--- config.mk ---
export PLATFORM = sky130hd
export DESIGN_NAME = mips_multicycle_ctrl
export DESIGN_NICKNAME = d
export VERILOG_FILES = /design/src/rtl/mips_ctrl_pkg.sv /design/src/rtl/alu_op_decoder.sv /design/src/rtl/mips_multicycle_ctrl.sv
export SDC_FILE = /design/constraint.sdc
export NUM_CORES = 1
export LEC_CHECK = 0
export CAP_MARGIN = 20
export CORE_MARGIN = 2
export CORE_UTILIZATION = 42
export CTS_CLUSTER_DIAMETER = 60
export CTS_CLUSTER_SIZE = 12
export DETAILED_ROUTE_END_ITERATION = 10
export PLACE_DENSITY = 0.79
export RECOVER_POWER = 25
export SLEW_MARGIN = 20
export SYNTH_ARGS = -nofsm -noshare
export SYNTH_HDL_FRONTEND = slang
export SYNTH_SLANG_ARGS = --single-unit
--- constraint.sdc ---
create_clock -name clk -period 1.59 [get_ports clk]
set_input_delay 0.318 -clock clk [delete_from_list [all_inputs] [get_ports clk]]
set_output_delay 0.318 -clock clk [all_outputs]
set_load 0.05 [all_outputs]
--- src/rtl/mips_ctrl_pkg.sv ---
// Shared encodings for the multicycle MIPS control FSM: states, ALU operations,
// opcode/func values and datapath mux selects.
package mips_ctrl_pkg;

  typedef enum logic [3:0] {
    S_FETCH, S_DECODE, S_MEM_ADDR, S_MEM_RD, S_MEM_WB, S_MEM_WR,
    S_R_EXEC, S_R_WB, S_I_EXEC, S_I_WB, S_BRANCH, S_JUMP
  } state_e;

  // How the ALU operation is chosen in a given state.
  typedef enum logic [2:0] {
    CLS_NONE, CLS_ADD, CLS_SUB, CLS_FUNCT, CLS_IMM
  } alu_cls_e;

  localparam logic [2:0] ALU_AND = 3'b000;
  localparam logic [2:0] ALU_OR  = 3'b001;
  localparam logic [2:0] ALU_ADD = 3'b010;
  localparam logic [2:0] ALU_SUB = 3'b011;
  localparam logic [2:0] ALU_SLT = 3'b111;

  localparam logic [5:0] OP_RTYPE = 6'b000000;
  localparam logic [5:0] OP_J     = 6'b000010;
  localparam logic [5:0] OP_BEQ   = 6'b000100;
  localparam logic [5:0] OP_BNE   = 6'b000101;
  localparam logic [5:0] OP_ADDI  = 6'b001000;
  localparam logic [5:0] OP_SLTI  = 6'b001010;
  localparam logic [5:0] OP_ANDI  = 6'b001100;
  localparam logic [5:0] OP_LW    = 6'b100011;
  localparam logic [5:0] OP_SW    = 6'b101011;

  localparam logic [5:0] FN_ADD = 6'b100000;
  localparam logic [5:0] FN_SUB = 6'b100010;
  localparam logic [5:0] FN_AND = 6'b100100;
  localparam logic [5:0] FN_OR  = 6'b100101;
  localparam logic [5:0] FN_SLT = 6'b101010;

  localparam logic [1:0] SRCB_B      = 2'b00;
  localparam logic [1:0] SRCB_FOUR   = 2'b01;
  localparam logic [1:0] SRCB_IMM    = 2'b10;
  localparam logic [1:0] SRCB_BRANCH = 2'b11;

  localparam logic [1:0] PC_ALU    = 2'b00;
  localparam logic [1:0] PC_ALUOUT = 2'b01;
  localparam logic [1:0] PC_JUMP   = 2'b10;

endpackage

--- src/rtl/alu_op_decoder.sv ---
// Maps the current state class, latched opcode and func field to the ALU
// operation; flags R-type func values the datapath does not support.
module alu_op_decoder
  import mips_ctrl_pkg::*;
(
  input  logic [2:0] cls,
  input  logic [5:0] opcode,
  input  logic [5:0] func,
  output logic [2:0] aluop,
  output logic       func_illegal
);

  // NOTE: every combinational output gets a default before the case so no
  // path leaves it unassigned, which would otherwise infer a latch.
  always_comb begin
    aluop        = ALU_AND;
    func_illegal = 1'b0;
    case (cls)
      CLS_ADD: aluop = ALU_ADD;
      CLS_SUB: aluop = ALU_SUB;
      CLS_FUNCT: begin
        case (func)
          FN_ADD:  aluop = ALU_ADD;
          FN_SUB:  aluop = ALU_SUB;
          FN_AND:  aluop = ALU_AND;
          FN_OR:   aluop = ALU_OR;
          FN_SLT:  aluop = ALU_SLT;
          default: func_illegal = 1'b1;
        endcase
      end
      CLS_IMM: begin
        case (opcode)
          OP_SLTI: aluop = ALU_SLT;
          OP_ANDI: aluop = ALU_AND;
          default: aluop = ALU_ADD;
        endcase
      end
      default: aluop = ALU_AND;
    endcase
  end

endmodule

--- src/rtl/mips_multicycle_ctrl.sv ---
// Multicycle MIPS control FSM: sequences fetch/decode/execute/memory/write-back
// and drives the ALU, memory and register-file controls.
module mips_multicycle_ctrl
  import mips_ctrl_pkg::*;
(
  input  logic       clk,
  input  logic       rst_n,
  input  logic [5:0] opcode,
  input  logic [5:0] func,
  input  logic       zero,
  input  logic       mem_ready,
  output logic [2:0] aluop,
  output logic       alu_src_a,
  output logic [1:0] alu_src_b,
  output logic       ext_zero,
  output logic [1:0] pc_src,
  output logic       pc_en,
  output logic       iord,
  output logic       mem_read,
  output logic       mem_write,
  output logic       ir_write,
  output logic       reg_dst,
  output logic       mem_to_reg,
  output logic       reg_write,
  output logic       retire,
  output logic       illegal
);

  state_e     state, state_n;
  logic [5:0] op_q;
  logic [2:0] cls;
  logic [2:0] dec_aluop;
  logic       func_illegal;

  // NOTE: state registers use non-blocking assignments so every flop samples
  // the pre-edge values; blocking here would create order-dependent races.
  always_ff @(posedge clk or negedge rst_n) begin
    if (!rst_n) begin
      state <= S_FETCH;
      op_q  <= OP_RTYPE;
    end else begin
      state <= state_n;
      if (state == S_DECODE) op_q <= opcode;
    end
  end

  // Class depends on state alone, keeping the decoder out of any loop through
  // the next-state logic that consumes func_illegal.
  always_comb begin
    case (state)
      S_FETCH, S_DECODE, S_MEM_ADDR: cls = CLS_ADD;
      S_BRANCH:                      cls = CLS_SUB;
      S_R_EXEC:                      cls = CLS_FUNCT;
      S_I_EXEC:                      cls = CLS_IMM;
      default:                       cls = CLS_NONE;
    endcase
  end

  alu_op_decoder u_alu_op_decoder (
    .cls          (cls),
    .opcode       (op_q),
    .func         (func),
    .aluop        (dec_aluop),
    .func_illegal (func_illegal)
  );

  // Holding reset low forces every strobe off, even though state reads FETCH.
  assign aluop = rst_n ? dec_aluop : ALU_AND;

  always_comb begin
    state_n    = state;
    alu_src_a  = 1'b0;
    alu_src_b  = SRCB_B;
    ext_zero   = 1'b0;
    pc_src     = PC_ALU;
    pc_en      = 1'b0;
    iord       = 1'b0;
    mem_read   = 1'b0;
    mem_write  = 1'b0;
    ir_write   = 1'b0;
    reg_dst    = 1'b0;
    mem_to_reg = 1'b0;
    reg_write  = 1'b0;
    retire     = 1'b0;
    illegal    = 1'b0;
    if (rst_n) begin
      case (state)
        S_FETCH: begin
          mem_read  = 1'b1;
          alu_src_b = SRCB_FOUR;
          ir_write  = mem_ready;
          pc_en     = mem_ready;
          if (mem_ready) state_n = S_DECODE;
        end
        S_DECODE: begin
          alu_src_b = SRCB_BRANCH;
          case (opcode)
            OP_LW, OP_SW:              state_n = S_MEM_ADDR;
            OP_RTYPE:                  state_n = S_R_EXEC;
            OP_ADDI, OP_SLTI, OP_ANDI: state_n = S_I_EXEC;
            OP_BEQ, OP_BNE:            state_n = S_BRANCH;
            OP_J:                      state_n = S_JUMP;
            default: begin
              illegal = 1'b1;
              state_n = S_FETCH;
            end
          endcase
        end
        S_MEM_ADDR: begin
          alu_src_a = 1'b1;
          alu_src_b = SRCB_IMM;
          state_n   = (op_q == OP_LW) ? S_MEM_RD : S_MEM_WR;
        end
        S_MEM_RD: begin
          mem_read = 1'b1;
          iord     = 1'b1;
          if (mem_ready) state_n = S_MEM_WB;
        end
        S_MEM_WB: begin
          reg_write  = 1'b1;
          mem_to_reg = 1'b1;
          retire     = 1'b1;
          state_n    = S_FETCH;
        end
        S_MEM_WR: begin
          mem_write = 1'b1;
          iord      = 1'b1;
          retire    = mem_ready;
          if (mem_ready) state_n = S_FETCH;
        end
        S_R_EXEC: begin
          alu_src_a = 1'b1;
          illegal   = func_illegal;
          state_n   = func_illegal ? S_FETCH : S_R_WB;
        end
        S_R_WB: begin
          reg_write = 1'b1;
          reg_dst   = 1'b1;
          retire    = 1'b1;
          state_n   = S_FETCH;
        end
        S_I_EXEC: begin
          alu_src_a = 1'b1;
          alu_src_b = SRCB_IMM;
          ext_zero  = (op_q == OP_ANDI);
          state_n   = S_I_WB;
        end
        S_I_WB: begin
          reg_write = 1'b1;
          retire    = 1'b1;
          state_n   = S_FETCH;
        end
        S_BRANCH: begin
          alu_src_a = 1'b1;
          pc_src    = PC_ALUOUT;
          pc_en     = (op_q == OP_BEQ) ? zero : ~zero;
          retire    = 1'b1;
          state_n   = S_FETCH;
        end
        S_JUMP: begin
          pc_src  = PC_JUMP;
          pc_en   = 1'b1;
          retire  = 1'b1;
          state_n = S_FETCH;
        end
        default: state_n = S_FETCH;
      endcase
    end
  end

endmodule

==> flow_results.xml, run 1 <==
<?xml version="1.0" encoding="UTF-8"?>
<metrics>
  <group name="outcome">
    <metric name="stop_error" unit="">[ERROR DPL-0038] Utilization greater than 100%, impossible to legalize</metric>
    <metric name="outcome" unit="">did not finish</metric>
    <metric name="stop_stage" unit="">clock tree synthesis</metric>
  </group>
  <group name="place">
    <metric name="gp_routability_congestion" unit="">0.968</metric>
    <metric name="detailed_place_hpwl" unit="um">4230</metric>
    <metric name="placement.io_buffers" unit="">34</metric>
  </group>
  <group name="die">
    <metric name="top_ports" unit="">35</metric>
    <metric name="die_x" unit="um">55.1</metric>
    <metric name="rows" unit="">18</metric>
    <metric name="vert_die_dim" unit="um">55.1</metric>
    <metric name="initial_utilization" unit="%">44.3</metric>
  </group>
  <group name="synth">
    <metric name="synth.yosys.seq_area_share" unit="%">22.8</metric>
    <metric name="synth_compound_area_share" unit="%">23.2</metric>
    <metric name="synth.mux.area_fraction" unit="%">7.18</metric>
    <metric name="postSynthRegisterBits" unit="">10</metric>
    <metric name="netlist_top_cells_area" unit="">dfrtp_1 23%, mux2_2 7.2%, nor2_1 5.8%</metric>
    <metric name="largest_family_of_logic_cells_by_synthesized_area" unit="">simple AND/OR/NAND/NOR gates</metric>
    <metric name="yosys.area_share.adder" unit="%">0</metric>
    <metric name="synth_xor_area_share" unit="%">2.39</metric>
    <metric name="yosys.area_share.simple" unit="%">38.0</metric>
    <metric name="average_size_of_a_mapped_cell" unit="um2">7.74</metric>
    <metric name="synth_top_cell_area_share" unit="%">22.8</metric>
    <metric name="post_synthesis_instance_total" unit="">142</metric>
    <metric name="synth_top_flop_cell" unit="">dfrtp_1</metric>
    <metric name="synth-edff-count" unit="">0</metric>
    <metric name="yosysWarnings" unit="">0</metric>
    <metric name="synthesis.nets" unit="">158</metric>
    <metric name="synth_area" unit="mm2">0.00110</metric>
    <metric name="yosys.cell_types.count" unit="">48</metric>
    <metric name="synth_largest_area_cell" unit="">dfrtp_1</metric>
    <metric name="synthArstFlopShare" unit="%">100</metric>
  </group>
  <group name="clock_tree">
    <metric name="clock_tree.buffer_depth" unit="">2</metric>
    <metric name="numClockSinks" unit="">10</metric>
    <metric name="cts.htree.levels" unit="">1</metric>
    <metric name="number_of_buffers_inserted_during_clock_tree_synthesis" unit="">3</metric>
    <metric name="post-cts-setup-buffer-count" unit="">23</metric>
    <metric name="cts.hold.buffers_added" unit="">0</metric>
    <metric name="root_buffer" unit="">clkbuf_4</metric>
    <metric name="cts.repair.resized" unit="">103</metric>
  </group>
</metrics>
==> cells by family after synthesis <==
kind of cell | after synthesis
buffers and inverters | 14
flip-flops | 10
multiplexers | 7
AO/OA/AOI/OAI | 36
XOR/XNOR | 3
AND/OR/NAND/NOR | 72
==> through the flow <==
stage	util [%]	hold slack, ps	cells	setup WS (ps)	cell area [um2]
detailed placement	90.5	541	254	-652	2240
global placement	90.5	508	254	-568	2240
floorplan	-	22.4	142	-257	1320
==> Yosys cell counts, drive strengths merged (2+ instances only) <==
master,instances
a2111oi,2
a21oi,7
a22oi,2
a31oi,2
a32oi,2
and3,2
buf,7
dfrtp,10
inv,6
mux2,7
nand2,8
nand2b,4
nand3,5
nor2,17
nor2b,6
nor3,8
nor3b,3
nor4,3
nor4b,3
nor4bb,3
o21ai,7
o22ai,2
o32a,2
or3,3
xnor2,2
==> inputs of run 2 (changes only) <==
CORE_UTILIZATION = 30   (was 42)
CTS_CLUSTER_DIAMETER = default   (was 60)
CTS_CLUSTER_SIZE = default   (was 12)
PLACE_DENSITY = default   (was 0.79)
PLACE_DENSITY_LB_ADDON = 0.15   (was default)
clock period = 2.05 ns   (was 1.59 ns; I/O delays follow)
==> run 2 against run 1 <==
  * The flow now finishes, with violations (setup timing)
  * Area after synthesis is the same
  * Synthesized cell count did not move
==> flow_results.xml, run 2 <==
<?xml version="1.0" encoding="UTF-8"?>
<metrics>
  <group name="global_route">
    <metric name="grt_antenna_before_repair" unit="">0</metric>
    <metric name="first_pass_grt_wire_length" unit="um">6620</metric>
    <metric name="grt.total_usage" unit="%">19.9</metric>
    <metric name="first_global_vias" unit="">1376</metric>
    <metric name="grt_max_degree" unit="">14</metric>
    <metric name="gr-total-overflow" unit="">0</metric>
  </group>
  <group name="power">
    <metric name="ir_worst_vdd" unit="mV">0.600</metric>
    <metric name="fin_total_pwr" unit="W">0.00248</metric>
    <metric name="leakagePower" unit="nW">0.928</metric>
    <metric name="cellPowerDensity" unit="mW/mm2">1060</metric>
  </group>
  <group name="die">
    <metric name="rows" unit="">21</metric>
    <metric name="initial_utilization" unit="%">32.2</metric>
    <metric name="vert_die_dim" unit="um">64.5</metric>
    <metric name="die_x" unit="um">64.5</metric>
    <metric name="core_area" unit="mm2">0.00342</metric>
    <metric name="top_ports" unit="">35</metric>
    <metric name="floorplan.die_area" unit="mm2">0.00416</metric>
  </group>
  <group name="synth">
    <metric name="post-synth-top-count-cell" unit="">nor2_1</metric>
    <metric name="synthArstFlopShare" unit="%">100</metric>
    <metric name="post_synthesis_instance_total" unit="">142</metric>
    <metric name="synth_xor_area_share" unit="%">2.39</metric>
    <metric name="synth_top_cell_area_share" unit="%">22.8</metric>
    <metric name="average_size_of_a_mapped_cell" unit="um2">7.74</metric>
    <metric name="synth-edff-count" unit="">0</metric>
    <metric name="yosys.cell_types.count" unit="">48</metric>
    <metric name="yosys.area_share.adder" unit="%">0</metric>
    <metric name="synth_compound_area_share" unit="%">23.2</metric>
    <metric name="synth_area" unit="mm2">0.00110</metric>
    <metric name="synthesis.nets" unit="">158</metric>
    <metric name="yosys.area_share.simple" unit="%">38.0</metric>
    <metric name="synth_largest_area_cell" unit="">dfrtp_1</metric>
    <metric name="yosysWarnings" unit="">0</metric>
    <metric name="netlist_top_cells_area" unit="">dfrtp_1 23%, mux2_2 7.2%, nor2_1 5.8%</metric>
    <metric name="postSynthRegisterBits" unit="">10</metric>
    <metric name="synth.mux.area_fraction" unit="%">7.18</metric>
    <metric name="synthTopCellsByCount" unit="">17 x nor2_1, 10 x dfrtp_1, 8 x nand2_1, 8 x nor3_1</metric>
    <metric name="synth.yosys.seq_area_share" unit="%">22.8</metric>
    <metric name="largest_family_of_logic_cells_by_synthesized_area" unit="">simple AND/OR/NAND/NOR gates</metric>
    <metric name="synth_top_flop_cell" unit="">dfrtp_1</metric>
  </group>
  <group name="clock_tree">
    <metric name="cts.htree.levels" unit="">1</metric>
    <metric name="clock_insertion_delay_worst_skew" unit="ps">260</metric>
    <metric name="path_clk_slew" unit="ps">70</metric>
    <metric name="cts.hold.buffers_added" unit="">0</metric>
    <metric name="number_of_buffers_inserted_during_clock_tree_synthesis" unit="">3</metric>
    <metric name="numClockSinks" unit="">10</metric>
    <metric name="cts_tree" unit="">done</metric>
    <metric name="root_buffer" unit="">clkbuf_4</metric>
    <metric name="clock_tree.buffer_depth" unit="">2</metric>
  </group>
  <group name="outcome">
    <metric name="outcome" unit="">complete, but fails checks</metric>
    <metric name="failing_checks" unit="">setup timing</metric>
  </group>
  <group name="place">
    <metric name="detailed_place_hpwl" unit="um">3050</metric>
    <metric name="placement.io_buffers" unit="">34</metric>
    <metric name="gp_routability_congestion" unit="">0.877</metric>
    <metric name="postPlaceCellArea" unit="mm2">0.00197</metric>
  </group>
  <group name="final_layout">
    <metric name="drive_gt1_share" unit="%">60.6</metric>
    <metric name="finish.instance_area" unit="mm2">0.00234</metric>
    <metric name="reg.largest.list" unit="">op_q x6, state x4</metric>
    <metric name="layout_area_growth_over_synthesis" unit="%">113</metric>
    <metric name="largest_register_ffs" unit="">6</metric>
    <metric name="layout.cells.most_common" unit="">buf_4</metric>
    <metric name="top_register" unit="">op_q</metric>
    <metric name="antenna_cells_inserted" unit="">0</metric>
    <metric name="most_frequent_cells_in_the_layout" unit="">37 x buf_4, 19 x buf_12, 9 x nor2_1</metric>
    <metric name="final_nets" unit="">235</metric>
  </group>
  <group name="setup_path">
    <metric name="critical_path.reg2reg.endpoint" unit="">state[0]</metric>
    <metric name="critical_path.cell_chain" unit="">buf_6, clkinvlp_4, nor2_1, o311a_1, buf_12</metric>
    <metric name="cpMaxStageDelayCell" unit="">dfrtp_2</metric>
    <metric name="critPathBufInv" unit="">3</metric>
    <metric name="arrival" unit="ps">1730</metric>
    <metric name="crit_fanout" unit="">12</metric>
    <metric name="r2r.worst_path.cells" unit="">5</metric>
    <metric name="critical_path_required" unit="ps">1640</metric>
    <metric name="reg2reg_setup_slack" unit="ps">290</metric>
    <metric name="cpLargestDelayFamily" unit="">buffers and inverters</metric>
    <metric name="setup.worst_path.start_class" unit="">register</metric>
    <metric name="critical_path.max_stage_delay" unit="ps">490</metric>
    <metric name="crit-reg2reg-launch" unit="">state[3]</metric>
    <metric name="path_class" unit="">register to output pin</metric>
    <metric name="critical_path.endpoint_type" unit="">output pin</metric>
  </group>
  <group name="detailed_routing">
    <metric name="vias_per_cell" unit="">5.61</metric>
    <metric name="drt_wl_total" unit="um">4390</metric>
    <metric name="count_of_nets_left_with_antenna_violations_after_detail_routing" unit="">0</metric>
    <metric name="route.vias.total" unit="">1481</metric>
    <metric name="post-route-drc-count" unit="">0</metric>
    <metric name="wire_length_per_cell_after_detailed_routing" unit="um">16.6</metric>
    <metric name="drtPass1Iterations" unit="">4</metric>
    <metric name="initialDrtViolationCount" unit="">85</metric>
  </group>
  <group name="timing">
    <metric name="final-setup-viol-count" unit="">9</metric>
    <metric name="worstMarginPinSlew" unit="ps">671</metric>
    <metric name="timing.slew.headroom" unit="%">55.3</metric>
    <metric name="worst_slack" unit="ps">-93.3</metric>
    <metric name="grt_setup_unrepaired" unit="">yes</metric>
    <metric name="skew" unit="ps">9.52</metric>
    <metric name="finalCritPeriodShare" unit="%">105</metric>
    <metric name="hold_violations" unit="">0</metric>
    <metric name="report.final.slew_viol_count" unit="">0</metric>
    <metric name="fmaxAchievable" unit="GHz">0.467</metric>
    <metric name="period_minus_slack" unit="ps">2140</metric>
  </group>
  <group name="worst_hold_path">
    <metric name="timing.hold.worst_endpoint" unit="">op_q[4]</metric>
    <metric name="path_category_of_the_worst_min_delay_check" unit="">primary input to register</metric>
    <metric name="timing.hold.worst.start" unit="">opcode[4]</metric>
    <metric name="worstHoldPathCells" unit="">2</metric>
  </group>
  <group name="job">
    <metric name="cap_violations" unit="">0</metric>
  </group>
</metrics>
[run 2: cell counts after synthesis]
Identical to the previous run, type by type.
[run 2: where the power goes]
part | switching (W) | leakage [nW] | internal (W) | total, W
registers | 0.000132 | 0.117 | 0.000289 | 0.000421
logic | 0.000979 | 0.790 | 0.000907 | 0.00189
clock network | 0.0000676 | 0.0210 | 0.000108 | 0.000175
[run 2: layout make-up]
cell class	instances	area, um2
well taps	46	57.6
multi-input cells	118	1090
clock buffers	4	36.3
fillers	256	1080
flip-flops and latches	10	255
repair buffers	80	872
inverters	6	26.3
[run 2: repair_timing]
action                                  in CTS  in global routing
resized for setup                           61                 38
setup buffers                                4                  4
endpoints found under the setup margin      18                 16
pin swaps                                   13                 14
[run 2: worst register-to-register path, cell delays in order, from the launching register on]
cell	delay, ps
dfrtp_2	490
buf_6	210
and4bb_2	250
a311o_1	360
a32oi_1	230
o21ai_1	90
[run 2: worst max-delay path by stage]
stage	end	slack [ps]	cells after the start	start
after floorplan	retire	-320	4	state[2]
after global placement	illegal	-520	6	opcode[0]
after detailed placement	illegal	-460	6	opcode[5]
after CTS	aluop[0]	-60	5	op_q[5]
after global routing	pc_en	-190	5	op_q[5]
final	pc_en	-90	5	state[3]
[run 2: through the flow]
step	hold slack (ps)	worst slack (ps)	util [%]	std cells	setup TNS, ps
floorplan	114	-322	-	142	-1520
global placement	509	-519	57.8	253	-1280
detailed placement	516	-458	57.8	253	-1370
CTS	302	-56.6	63.8	260	-284
global route	450	-190	68.4	264	-1270
finish	434	-93.3	68.4	264	-520
[run 2: kinds of logic after synthesis]
| group | after synthesis |
|---|---|
| AOI/OAI and AO/OA | 36 |
| xor gates and xnor gates | 3 |
| buffers and inverters | 14 |
| DFF | 10 |
| muxes | 7 |
| and+or+nand+nor | 72 |
[run 2: layer usage]
metal  wire length, um  share of wire, %  global-route usage [%]
met1              1790                41                    26.8
met2              2270                52                    34.1
met3               242               5.5                    1.91
met4                92               2.1                    4.79
met5                 0                 0                       0
(Power assumes the default switching activity.)
==> inputs of run 3 (changes only) <==
CORE_AREA = 2 2 63 65   (was default)
CORE_MARGIN = default   (was 2)
CORE_UTILIZATION = default   (was 30)
DIE_AREA = 0 0 65 67   (was default)
SKIP_CTS_REPAIR_TIMING = 1   (was default)
==> run 3 against run 2 <==
  * Highest routed layer unchanged
  * Largest power group unchanged
  * Flip-flop and latch count is the same
  * The flow still finishes with violations (setup timing)
  * Die area grew 4.6%
  * Total power grew 3.7%
  * Clock-buffer cell count shrank 1
  * Largest cell class unchanged
  * Via count grew 4.9%
  * First-iteration DRC count grew 13%
==> flow_results.xml, run 3 (synthesis results as in run 2) <==
<?xml version="1.0" encoding="UTF-8"?>
<metrics>
  <group name="worst_hold_path">
    <metric name="path_category_of_the_worst_min_delay_check" unit="">primary input to asynchronous set/reset pin</metric>
  </group>
  <group name="die">
    <metric name="rows" unit="">22</metric>
    <metric name="top_ports" unit="">35</metric>
    <metric name="die_x" unit="um">65</metric>
    <metric name="core_area" unit="mm2">0.00361</metric>
    <metric name="vert_die_dim" unit="um">67</metric>
    <metric name="initial_utilization" unit="%">30.5</metric>
    <metric name="floorplan.die_area" unit="mm2">0.00436</metric>
  </group>
  <group name="final_layout">
    <metric name="drive_gt1_share" unit="%">61.0</metric>
    <metric name="top_register" unit="">op_q</metric>
    <metric name="layout.cells.most_common" unit="">buf_4</metric>
    <metric name="antenna_cells_inserted" unit="">0</metric>
    <metric name="reg.largest.list" unit="">op_q x6, state x4</metric>
    <metric name="layout_area_growth_over_synthesis" unit="%">123</metric>
    <metric name="finish.cell_count_without_fillers" unit="">276</metric>
    <metric name="most_frequent_cells_in_the_layout" unit="">47 x buf_4, 19 x buf_12, 11 x nor2_1</metric>
    <metric name="largest_register_ffs" unit="">6</metric>
    <metric name="utilization" unit="%">67.9</metric>
    <metric name="final_nets" unit="">246</metric>
  </group>
  <group name="timing">
    <metric name="hold_slack" unit="ps">165</metric>
    <metric name="fmaxAchievable" unit="GHz">0.464</metric>
    <metric name="grt_setup_unrepaired" unit="">yes</metric>
    <metric name="worst_slack" unit="ps">-106</metric>
    <metric name="period_minus_slack" unit="ps">2160</metric>
    <metric name="finalCritPeriodShare" unit="%">105</metric>
    <metric name="timing.slew.headroom" unit="%">70.3</metric>
    <metric name="final-setup-viol-count" unit="">7</metric>
    <metric name="report.final.slew_viol_count" unit="">0</metric>
    <metric name="skew" unit="ps">2.57</metric>
    <metric name="hold_violations" unit="">0</metric>
    <metric name="worstMarginPinSlew" unit="ps">439</metric>
  </group>
  <group name="clock_tree">
    <metric name="clock_insertion_delay_worst_skew" unit="ps">230</metric>
    <metric name="clock_tree.buffer_depth" unit="">2</metric>
    <metric name="path_clk_slew" unit="ps">40</metric>
    <metric name="number_of_buffers_inserted_during_clock_tree_synthesis" unit="">3</metric>
    <metric name="cts.htree.levels" unit="">1</metric>
    <metric name="numClockSinks" unit="">10</metric>
    <metric name="root_buffer" unit="">clkbuf_8</metric>
    <metric name="cts_tree" unit="">done</metric>
  </group>
  <group name="place">
    <metric name="placement.io_buffers" unit="">34</metric>
    <metric name="numPlacedInstances" unit="">257</metric>
    <metric name="detailed_place_hpwl" unit="um">3110</metric>
    <metric name="gp_routability_congestion" unit="">0.859</metric>
  </group>
  <group name="detailed_routing">
    <metric name="post-route-drc-count" unit="">0</metric>
    <metric name="routed-wl-met2" unit="um">2460</metric>
    <metric name="count_of_nets_left_with_antenna_violations_after_detail_routing" unit="">0</metric>
    <metric name="wire_length_per_cell_after_detailed_routing" unit="um">17.4</metric>
    <metric name="drtPass1Iterations" unit="">4</metric>
    <metric name="route.vias.total" unit="">1553</metric>
    <metric name="highest_layer" unit="">met4</metric>
    <metric name="initialDrtViolationCount" unit="">96</metric>
    <metric name="drt_wl_total" unit="um">4790</metric>
    <metric name="m1WireLength" unit="um">2000</metric>
    <metric name="vias_per_cell" unit="">5.63</metric>
    <metric name="met3RoutedLength" unit="um">226</metric>
  </group>
  <group name="setup_path">
    <metric name="critical_path.endpoint_type" unit="">output pin</metric>
    <metric name="arrival" unit="ps">1750</metric>
    <metric name="critical_path.max_stage_delay" unit="ps">460</metric>
    <metric name="cpLargestDelayFamily" unit="">simple AND/OR/NAND/NOR gates</metric>
    <metric name="critical_path_required" unit="ps">1640</metric>
    <metric name="cpMaxStageDelayCell" unit="">dfrtp_2</metric>
    <metric name="path_class" unit="">register to output pin</metric>
    <metric name="critPathBufInv" unit="">2</metric>
    <metric name="setup.worst_path.start_class" unit="">register</metric>
    <metric name="crit_fanout" unit="">6</metric>
    <metric name="critical_path.cell_chain" unit="">clkbuf_2, nand4bb_4, or2_4, a21oi_4, buf_12</metric>
  </group>
  <group name="global_route">
    <metric name="grt_antenna_before_repair" unit="">0</metric>
    <metric name="first_pass_grt_wire_length" unit="um">6390</metric>
    <metric name="gr-total-overflow" unit="">0</metric>
    <metric name="grt.total_usage" unit="%">18.4</metric>
    <metric name="first_global_vias" unit="">1415</metric>
    <metric name="grt_max_degree" unit="">17</metric>
  </group>
  <group name="power">
    <metric name="cellPowerDensity" unit="mW/mm2">1050</metric>
    <metric name="leakagePower" unit="nW">1.05</metric>
    <metric name="ir_worst_vdd" unit="mV">0.544</metric>
  </group>
  <group name="outcome">
    <metric name="outcome" unit="">complete, but fails checks</metric>
    <metric name="failing_checks" unit="">setup timing</metric>
  </group>
  <group name="job">
    <metric name="cap_violations" unit="">0</metric>
  </group>
</metrics>
-- run 3: cell types whose count changed in the layout (fill, tap and decap cells not counted), moves of 3 or more --
cell,previous run,this run
dlymetal6s2s_1,0,9
buf_4,37,47
buf_2,3,0
clkbuf_4,3,0
nor2_2,7,3
dlygate4sd2_1,7,0
-- run 3: stage by stage --
stage	worst slack, ps	power, W	instance area (um2)	setup TNS [ps]
finish	-106	0.00258	2450	-468
global route	-124	0.00270	2450	-861
CTS	-543	0.00210	2030	-1790
detailed placement	-527	0.00190	1990	-1260
global placement	-553	0.00187	1990	-1210
floorplan	-322	0.00124	1140	-1520
-- run 3: worst reg2reg max path: stages, from the launching register on --
cell	delay [ps]
dfrtp_1	400
buf_6	160
buf_12	130
buf_4	150
nor4b_1	450
a31oi_1	190
o211ai_1	240
nand2_1	90
-- run 3: per-layer routing --
layer / track usage, % / vias up
li1: - / 717
met1: 23.1 / 770
met2: 33.0 / 54
met3: 3.04 / 12
met4: 3.46 / 0
met5: 0 / -
-- run 3: worst paths after layout --
path | from | end | slack, ps | depth (start not counted)
hold / removal | rst_n | state[0] | 160 | 2
max in group asynchronous | rst_n | state[3] | 1350 | 3
setup reg to reg | state[0] | state[2] | 120 | 7
min in group clk | opcode[0] | op_q[0] | 500 | 2
hold reg to reg | op_q[1] | op_q[1] | 520 | 1
setup / recovery | state[3] | illegal | -110 | 5
-- run 3: layout make-up --
class / count / area [um2]
Multi-Input combinational cell: 118 / 1060
Tap cell: 48 / 60.1
Inverter: 6 / 26.3
Fill cell: 283 / 1160
Clock buffer: 3 / 41.3
Sequential cell: 10 / 255
Timing Repair Buffer: 91 / 1010
-- run 3: report_power, final --
group          internal (W)  switching, W  leakage [nW]  total, W
sequential         0.000290      0.000135         0.117  0.000425
combinational      0.000976      0.000980         0.912   0.00196
clock              0.000128     0.0000668        0.0216  0.000194
==> inputs of run 4 (changes only) <==
HOLD_SLACK_MARGIN = 0.05   (was default)
==> results of run 4 <==
Final layout, timing and power as in run 3 (identical DEF).
